**src/rtl/commit_unit_pkg.sv**
```systemverilog
// Shared types and widths for the commit (retire) stage.
package commit_unit_pkg;

  localparam int unsigned ROB_W       = 6;
  localparam int unsigned PHYS_W      = 7;
  localparam int unsigned ARCH_W      = 5;
  localparam int unsigned ARCH_REGS_N = 32;

  typedef enum logic [0:0] {
    C_IDLE    = 1'b0,
    C_ST_WAIT = 1'b1
  } commit_state_t;

  typedef struct packed {
    logic              uses_rd;
    logic [ARCH_W-1:0] rd_arch;
    logic [PHYS_W-1:0] pd_new;
    logic [PHYS_W-1:0] pd_old;
    logic              is_store;
    logic              is_load;
    logic              is_branch;
    logic              mispredict;
  } rob_entry_t;

endpackage

```
**src/rtl/commit_unit_pd_free_fifo.sv**
```systemverilog
// Two-entry first-word-fall-through FIFO carrying freed physical registers.
module pd_free_fifo #(
  parameter int unsigned W = 7
) (
  input  logic         clk,
  input  logic         rst_n,
  input  logic         push_valid,
  input  logic [W-1:0] push_data,
  output logic         pop_valid,
  input  logic         pop_ready,
  output logic [W-1:0] pop_data,
  output logic [1:0]   cnt
);

  logic [W-1:0] mem_q [2];
  logic         rd_ptr_q;
  logic         wr_ptr_q;
  logic [1:0]   cnt_q;
  logic         push;
  logic         pop;

  // Pop frees the head slot, so a push is accepted at full when it pops too.
  assign pop       = pop_ready && (cnt_q != 2'd0);
  assign push      = push_valid && ((cnt_q != 2'd2) || pop);
  assign pop_valid = (cnt_q != 2'd0);
  assign pop_data  = mem_q[rd_ptr_q];
  assign cnt       = cnt_q;

  // Storage, pointers and occupancy.
  always_ff @(posedge clk or negedge rst_n) begin
    if (!rst_n) begin
      mem_q[0] <= '0;
      mem_q[1] <= '0;
      rd_ptr_q <= 1'b0;
      wr_ptr_q <= 1'b0;
      cnt_q    <= 2'd0;
    end else begin
      if (push) begin
        mem_q[wr_ptr_q] <= push_data;
        wr_ptr_q        <= ~wr_ptr_q;
      end
      if (pop) begin
        rd_ptr_q <= ~rd_ptr_q;
      end
      cnt_q <= cnt_q + 2'(push) - 2'(pop);
    end
  end

endmodule

```
**src/rtl/commit_unit.sv**
```systemverilog
// Retire stage: pops the ROB head in order, updates the AMT, frees pd_old and
// handshakes stores with the store buffer. Optional perf counters: COMMIT_PERF_EN.
module commit_unit
  import commit_unit_pkg::*;
#(
  parameter int unsigned ROB_W_P   = ROB_W,
  parameter int unsigned PHYS_W_P  = PHYS_W,
  parameter int unsigned ARCH_REGS = ARCH_REGS_N
) (
  input  logic                          clk,
  input  logic                          rst_n,
  input  logic                          rob_commit_valid,
  output logic                          rob_commit_ready,
  input  rob_entry_t                    rob_commit_entry,
  input  logic [ROB_W_P-1:0]            rob_commit_idx,
  output logic                          st_commit_valid,
  input  logic                          st_commit_ready,
  output logic [ROB_W_P-1:0]            st_commit_idx,
  output logic                          free_valid,
  input  logic                          free_ready,
  output logic [PHYS_W_P-1:0]           free_pd,
  input  logic                          flush_valid,
  output logic [ARCH_REGS*PHYS_W_P-1:0] amt_map,
  output logic [31:0]                   retired_cnt,
  output logic [31:0]                   store_cnt
);

  commit_state_t        state_q, state_d;
  logic [ROB_W_P-1:0]   st_idx_q;
  logic                 latch_st;
  logic [PHYS_W_P-1:0]  amt_q [ARCH_REGS];
  logic [1:0]           fifo_cnt;
  logic                 retire;
  logic                 do_free;
  logic                 unused_fields;

  assign unused_fields = ^{rob_commit_entry.is_load, rob_commit_entry.is_branch,
                           rob_commit_entry.mispredict};

  assign retire        = rob_commit_valid && rob_commit_ready;
  assign do_free       = retire && rob_commit_entry.uses_rd &&
                         (rob_commit_entry.rd_arch != '0);
  assign st_commit_idx = st_idx_q;

  // State register and latched store index.
  always_ff @(posedge clk or negedge rst_n) begin
    if (!rst_n) begin
      state_q  <= C_IDLE;
      st_idx_q <= '0;
    end else begin
      state_q <= state_d;
      if (latch_st) begin
        st_idx_q <= rob_commit_idx;
      end
    end
  end

  // Next state and handshake outputs; flush overrides everything.
  always_comb begin
    state_d          = state_q;
    rob_commit_ready = 1'b0;
    st_commit_valid  = 1'b0;
    latch_st         = 1'b0;
    case (state_q)
      C_IDLE: begin
        if (rob_commit_valid && !flush_valid) begin
          if (rob_commit_entry.is_store) begin
            latch_st = 1'b1;
            state_d  = C_ST_WAIT;
          end else begin
            rob_commit_ready = (fifo_cnt < 2'd2);
          end
        end
      end
      C_ST_WAIT: begin
        if (flush_valid) begin
          state_d = C_IDLE;
        end else begin
          st_commit_valid = 1'b1;
          if (st_commit_ready) begin
            rob_commit_ready = 1'b1;
            state_d          = C_IDLE;
          end
        end
      end
      default: state_d = C_IDLE;
    endcase
  end

  // Architectural map table; x0 is never written.
  always_ff @(posedge clk or negedge rst_n) begin
    if (!rst_n) begin
      for (int unsigned i = 0; i < ARCH_REGS; i++) begin
        amt_q[i] <= PHYS_W_P'(i);
      end
    end else if (do_free) begin
      amt_q[rob_commit_entry.rd_arch] <= PHYS_W_P'(rob_commit_entry.pd_new);
    end
  end

  for (genvar g = 0; g < ARCH_REGS; g++) begin : g_amt
    assign amt_map[g*PHYS_W_P +: PHYS_W_P] = amt_q[g];
  end

  pd_free_fifo #(
    .W (PHYS_W_P)
  ) u_free_fifo (
    .clk        (clk),
    .rst_n      (rst_n),
    .push_valid (do_free),
    .push_data  (PHYS_W_P'(rob_commit_entry.pd_old)),
    .pop_valid  (free_valid),
    .pop_ready  (free_ready),
    .pop_data   (free_pd),
    .cnt        (fifo_cnt)
  );

`ifdef COMMIT_PERF_EN
  logic [31:0] retired_q;
  logic [31:0] store_q;

  // Retire and store counters; survive flush, wrap naturally.
  always_ff @(posedge clk or negedge rst_n) begin
    if (!rst_n) begin
      retired_q <= 32'd0;
      store_q   <= 32'd0;
    end else if (retire) begin
      retired_q <= retired_q + 32'd1;
      if (rob_commit_entry.is_store) begin
        store_q <= store_q + 32'd1;
      end
    end
  end

  assign retired_cnt = retired_q;
  assign store_cnt   = store_q;
`else
  assign retired_cnt = 32'd0;
  assign store_cnt   = 32'd0;
`endif

endmodule

```
**config.mk**
```make
export PLATFORM = sky130hd
export DESIGN_NAME = commit_unit
export DESIGN_NICKNAME = d
export VERILOG_FILES = /design/src/rtl/commit_unit_pkg.sv /design/src/rtl/commit_unit_pd_free_fifo.sv /design/src/rtl/commit_unit.sv
export SDC_FILE = /design/constraint.sdc
export NUM_CORES = 1
export LEC_CHECK = 0
export CAP_MARGIN = 20
export CORE_MARGIN = 1
export CORE_UTILIZATION = 46
export DETAILED_ROUTE_END_ITERATION = 12
export PLACE_DENSITY = 0.91
export SKIP_LAST_GASP = 1
export SLEW_MARGIN = 30
export SYNTH_ARGS = -nofsm -noshare
export SYNTH_HDL_FRONTEND = slang
export SYNTH_SLANG_ARGS = --single-unit
```
**constraint.sdc**
```tcl
create_clock -name clk -period 2.8 [get_ports clk]
set_clock_uncertainty 0.15 [all_clocks]
set_input_delay 0.7 -clock clk [delete_from_list [all_inputs] [get_ports clk]]
set_output_delay 0.7 -clock clk [all_outputs]
set_load 0.05 [all_outputs]
```
==> summary.txt <==
Status
  – Status: complete, no violations

Logic synthesis
  – Main combinational cell family by area after synthesis: multiplexers
  – Cell variety after synth: 33
  – Most common cell in the synthesized netlist: mux2_2
  – Mux cell area share after synthesis: 26.83%
  – Synth cell count leaders: mux2_2, dfrtp_1, dfstp_2, buf_4, clkbuf_1
  – Sequential element share of the synthesized area: 61.82%
  – Syn Inst Count: 671
  – Avg Cell Area, Syn: between 15 and 20 um^2
  – Yosys warning count: 0
  – Post-Synth Simple-Gate Area: 3.763%
  – Synthesized flop and latch total: about 250
  – Dominant cell type by area after synthesis: dfrtp_1
  – Prevailing post-synth register cell: dfrtp_1
  – Mapped Area: 10240 um^2
  – Post-synth ARST share: 100.0%
  – Post-synthesis compound-gate area fraction: less than 1%
  – Post-Synth Adder-Cell Area: less than 1%
  – Yosys top cell area share: 41.30%
  – Synth Area in XOR/XNOR: 0.4276%
  – Cells taking the most area after synthesis: dfrtp_1, mux2_2, dfstp_2
  – Post-synth EDFFs: 0

STA
  – Unrepaired setup endpoints after global routing: true
  – Minimum clock period: 2.761 ns
  – Max_slew headroom: 53.97%
  – Final Max Slew Viols: 0
  – Tcrit/Tclk final: 98.60%
  – Worst slew pin tran: 0.6904 ns
  – Final Hold Violating Endpoints: 0
  – F_max: 362.2 MHz
  – Setup TNS: 0 ns
  – Final number of setup-violating endpoints: 0

Setup path
  – CP required: 1.95 ns
  – R2R Setup Slk: 0.35 ns
  – Worst flop-to-flop path endpoint: amt_map[216]$_DFFE_PN0P_
  – Worst-path cell chain: dlygate4sd2_1, or4b_4, a21o_1, clkinvlp_4, buf_12
  – Setup crit end kind: output port
  – Crit path kind: input pin to output port
  – CP max-delay cell: or4b_4
  – Largest stage delay, worst path: between 0.5 and 0.6 ns
  – CP max FO: 2
  – Arr. time, crit path: roughly 1.9 ns
  – R2r worst-path depth: 7
  – CP Launch Type: input pin
  – Worst R2R Start: state_q$_DFF_PN0_

Floorplanning
  – Initial core utilization: 46.93%
  – Chip Width: 151.2 um
  – CORE AREA: 21820 um^2
  – FP Rows: 54
  – # IOs: between 300 and 400
  – Die Y: 151.2 um
  – Die ar.: 22860 um^2

GRT
  – Grt peak-use layer: met2
  – Largest net degree at the start of global routing: 90
  – Initial antenna violation count: 0
  – GRT Util Overall: 23.01%
  – Vias in the first global route: 6784
  – First-pass GRT wire length: between 30000 and 40000 um
  – Gr ovfl total: 0
  – GRT met1 Usage: roughly 28%
  – Met2 usage: between 40% and 50%
  – GR Layer Usage met3: 6.084%

Cells and area
  – Share of layout cells above drive strength 1: 45.59%
  – Total Nets Final: 1027
  – Area growth from synthesis to layout: 39.29%
  – Finished Cell Area: 14260 um^2

Clock network
  – Clock Sinks: 249
  – Clock root cell: clkbuf_16
  – CTS tree: built
  – CTS HTree Levels: 1
  – Post-CTS Hold Buffers: 0
  – Clk_lat worst skew: 0.51 ns
  – Clock buffer depth: 3
  – Clk pin slew, worst setup/hold paths: approximately 0.060 ns
  – Cts bufs inserted: 25

Pwr
  – Power density over the cells: 641.4 nW/um^2
  – Peak supply drop: 0.4915 mV
  – Leak: 6.610 nW

Routing
  – DRT Pass-1 Iters: 6
  – DRT antenna net count: 0
  – Via count: 6368
  – Routed Wire Length: 26410 um
  – Drt wl/cell: 20.48 um
  – DRT iter0 DRCs: between 100 and 150
  – Remaining DRCs: 0
  – Via/cell ratio: 4.936

Placed design
  – I/O Buffers: 272
  – GP Congestion: 0.7872
  – Final HPWL DP: 17820 um
  – DP Area: 13440 um^2

Flow run
  – Max-cap violation count: 0

Worst hold path
  – Min-Delay Path Class: input pin to async pin
[cells in the final DEF, fill, tap and decap left out, types with 3 or more instances in the layout]
master,netlist,routed
clkbuf_16,0,25
dlygate4sd2_1,0,10
clkinv_2,0,4
clkdlybuf4s50_1,0,259
dfstp_2,80,80
nor3_2,4,4
clkbuf_1,34,6
buf_4,64,53
conb_1,1,64
nor3b_1,4,4
dfrtp_1,169,167
clkbuf_8,0,10
nand3b_1,3,3
xor2_1,3,3
buf_12,0,7
mux2_2,244,244
and2_1,3,3
nand2_1,8,8
nand2_2,22,22
[flip-flops by register name (all words and copies together) (netlist names)]
name / flops
amt_map: 224
st_commit_idx: 6
state_q: 1
u_free_fifo.cnt: 2
u_free_fifo.mem_q: 14
u_free_fifo.rd_ptr_q: 1
u_free_fifo.wr_ptr_q: 1
[worst max-delay path by stage]
stage	from	to	slack, ns	cells after the start
floorplan	rob_commit_entry[3]	amt_map[120]$_DFFE_PN0P_	0.09	5
global placement	rob_commit_valid	amt_map[56]$_DFFE_PN0P_	-0.38	8
detailed placement	rob_commit_valid	amt_map[89]$_DFFE_PN0P_	-0.38	8
CTS	u_free_fifo.cnt[1]$_DFF_PN0_	rob_commit_ready	-0.001	4
global route	state_q$_DFF_PN0_	rob_commit_ready	-0.01	4
finish	rob_commit_entry[3]	rob_commit_ready	0.04	5
[stage by stage]
stage	hold slack (ns)	total power [mW]	setup slack [ns]	std cells	utilization [%]
detailed placement	0.2171	6.003	-0.3814	1241	61.58
finish	0.05762	9.150	0.03911	1290	65.37
global placement	0.2138	5.952	-0.3810	1241	61.58
floorplan	0.2544	5.383	0.08821	734	-
CTS	0.05816	9.213	-0.001207	1288	65.31
global route	0.09987	9.487	-0.01216	1289	65.35
[logic make-up after synthesis]
| group | after synthesis |
|---|---|
| XOR/XNOR | 5 |
| AND/OR/NAND/NOR | 60 |
| AO/OA/AOI/OAI | 7 |
| other | 1 |
| multiplexers | 244 |
| buffers and inverters | 104 |
| flip-flops | 249 |
| adder cells (fa/ha/maj) | 1 |
[routing by layer]
metal	share of wire (%)	vias to the layer above	wire, um
met5	0	-	0
met4	1.9	0	501
met3	7.2	38	1901
met2	51	231	13550
met1	40	3274	10460
li1	-	2825	-
[worst max-delay path: cells and delay by family]
family / cells / cell delay (ns)
and+or+nand+nor: 1 / 0.52
buffers and inverters: 3 / 0.48
AOI/OAI and AO/OA: 1 / 0.21
[timing repair]
item / CTS / global route
setup buffers: 1 / 1
endpoints found under the setup margin: 9 / 3
gates resized for setup: 11 / 2
pin swaps: 1 / 2
[cell type report]
cell class	count	area, um^2
multi-input cells	381	3516
clock inverters	5	28.78
repair buffers	330	3233
diodes	1	2.502
inverters	3	15.01
clock buffers	41	785.8
flip-flops and latches	249	6334
fillers	1523	7559
well taps	280	350.3
[where the power goes]
group / internal, mW / switching [mW] / total (mW)
sequential: 3.87 / 0.147 / 4.01
combinational: 0.630 / 1.26 / 1.89
clock: 1.91 / 1.34 / 3.24
No activity file was read; power rests on OpenSTA's default activity.
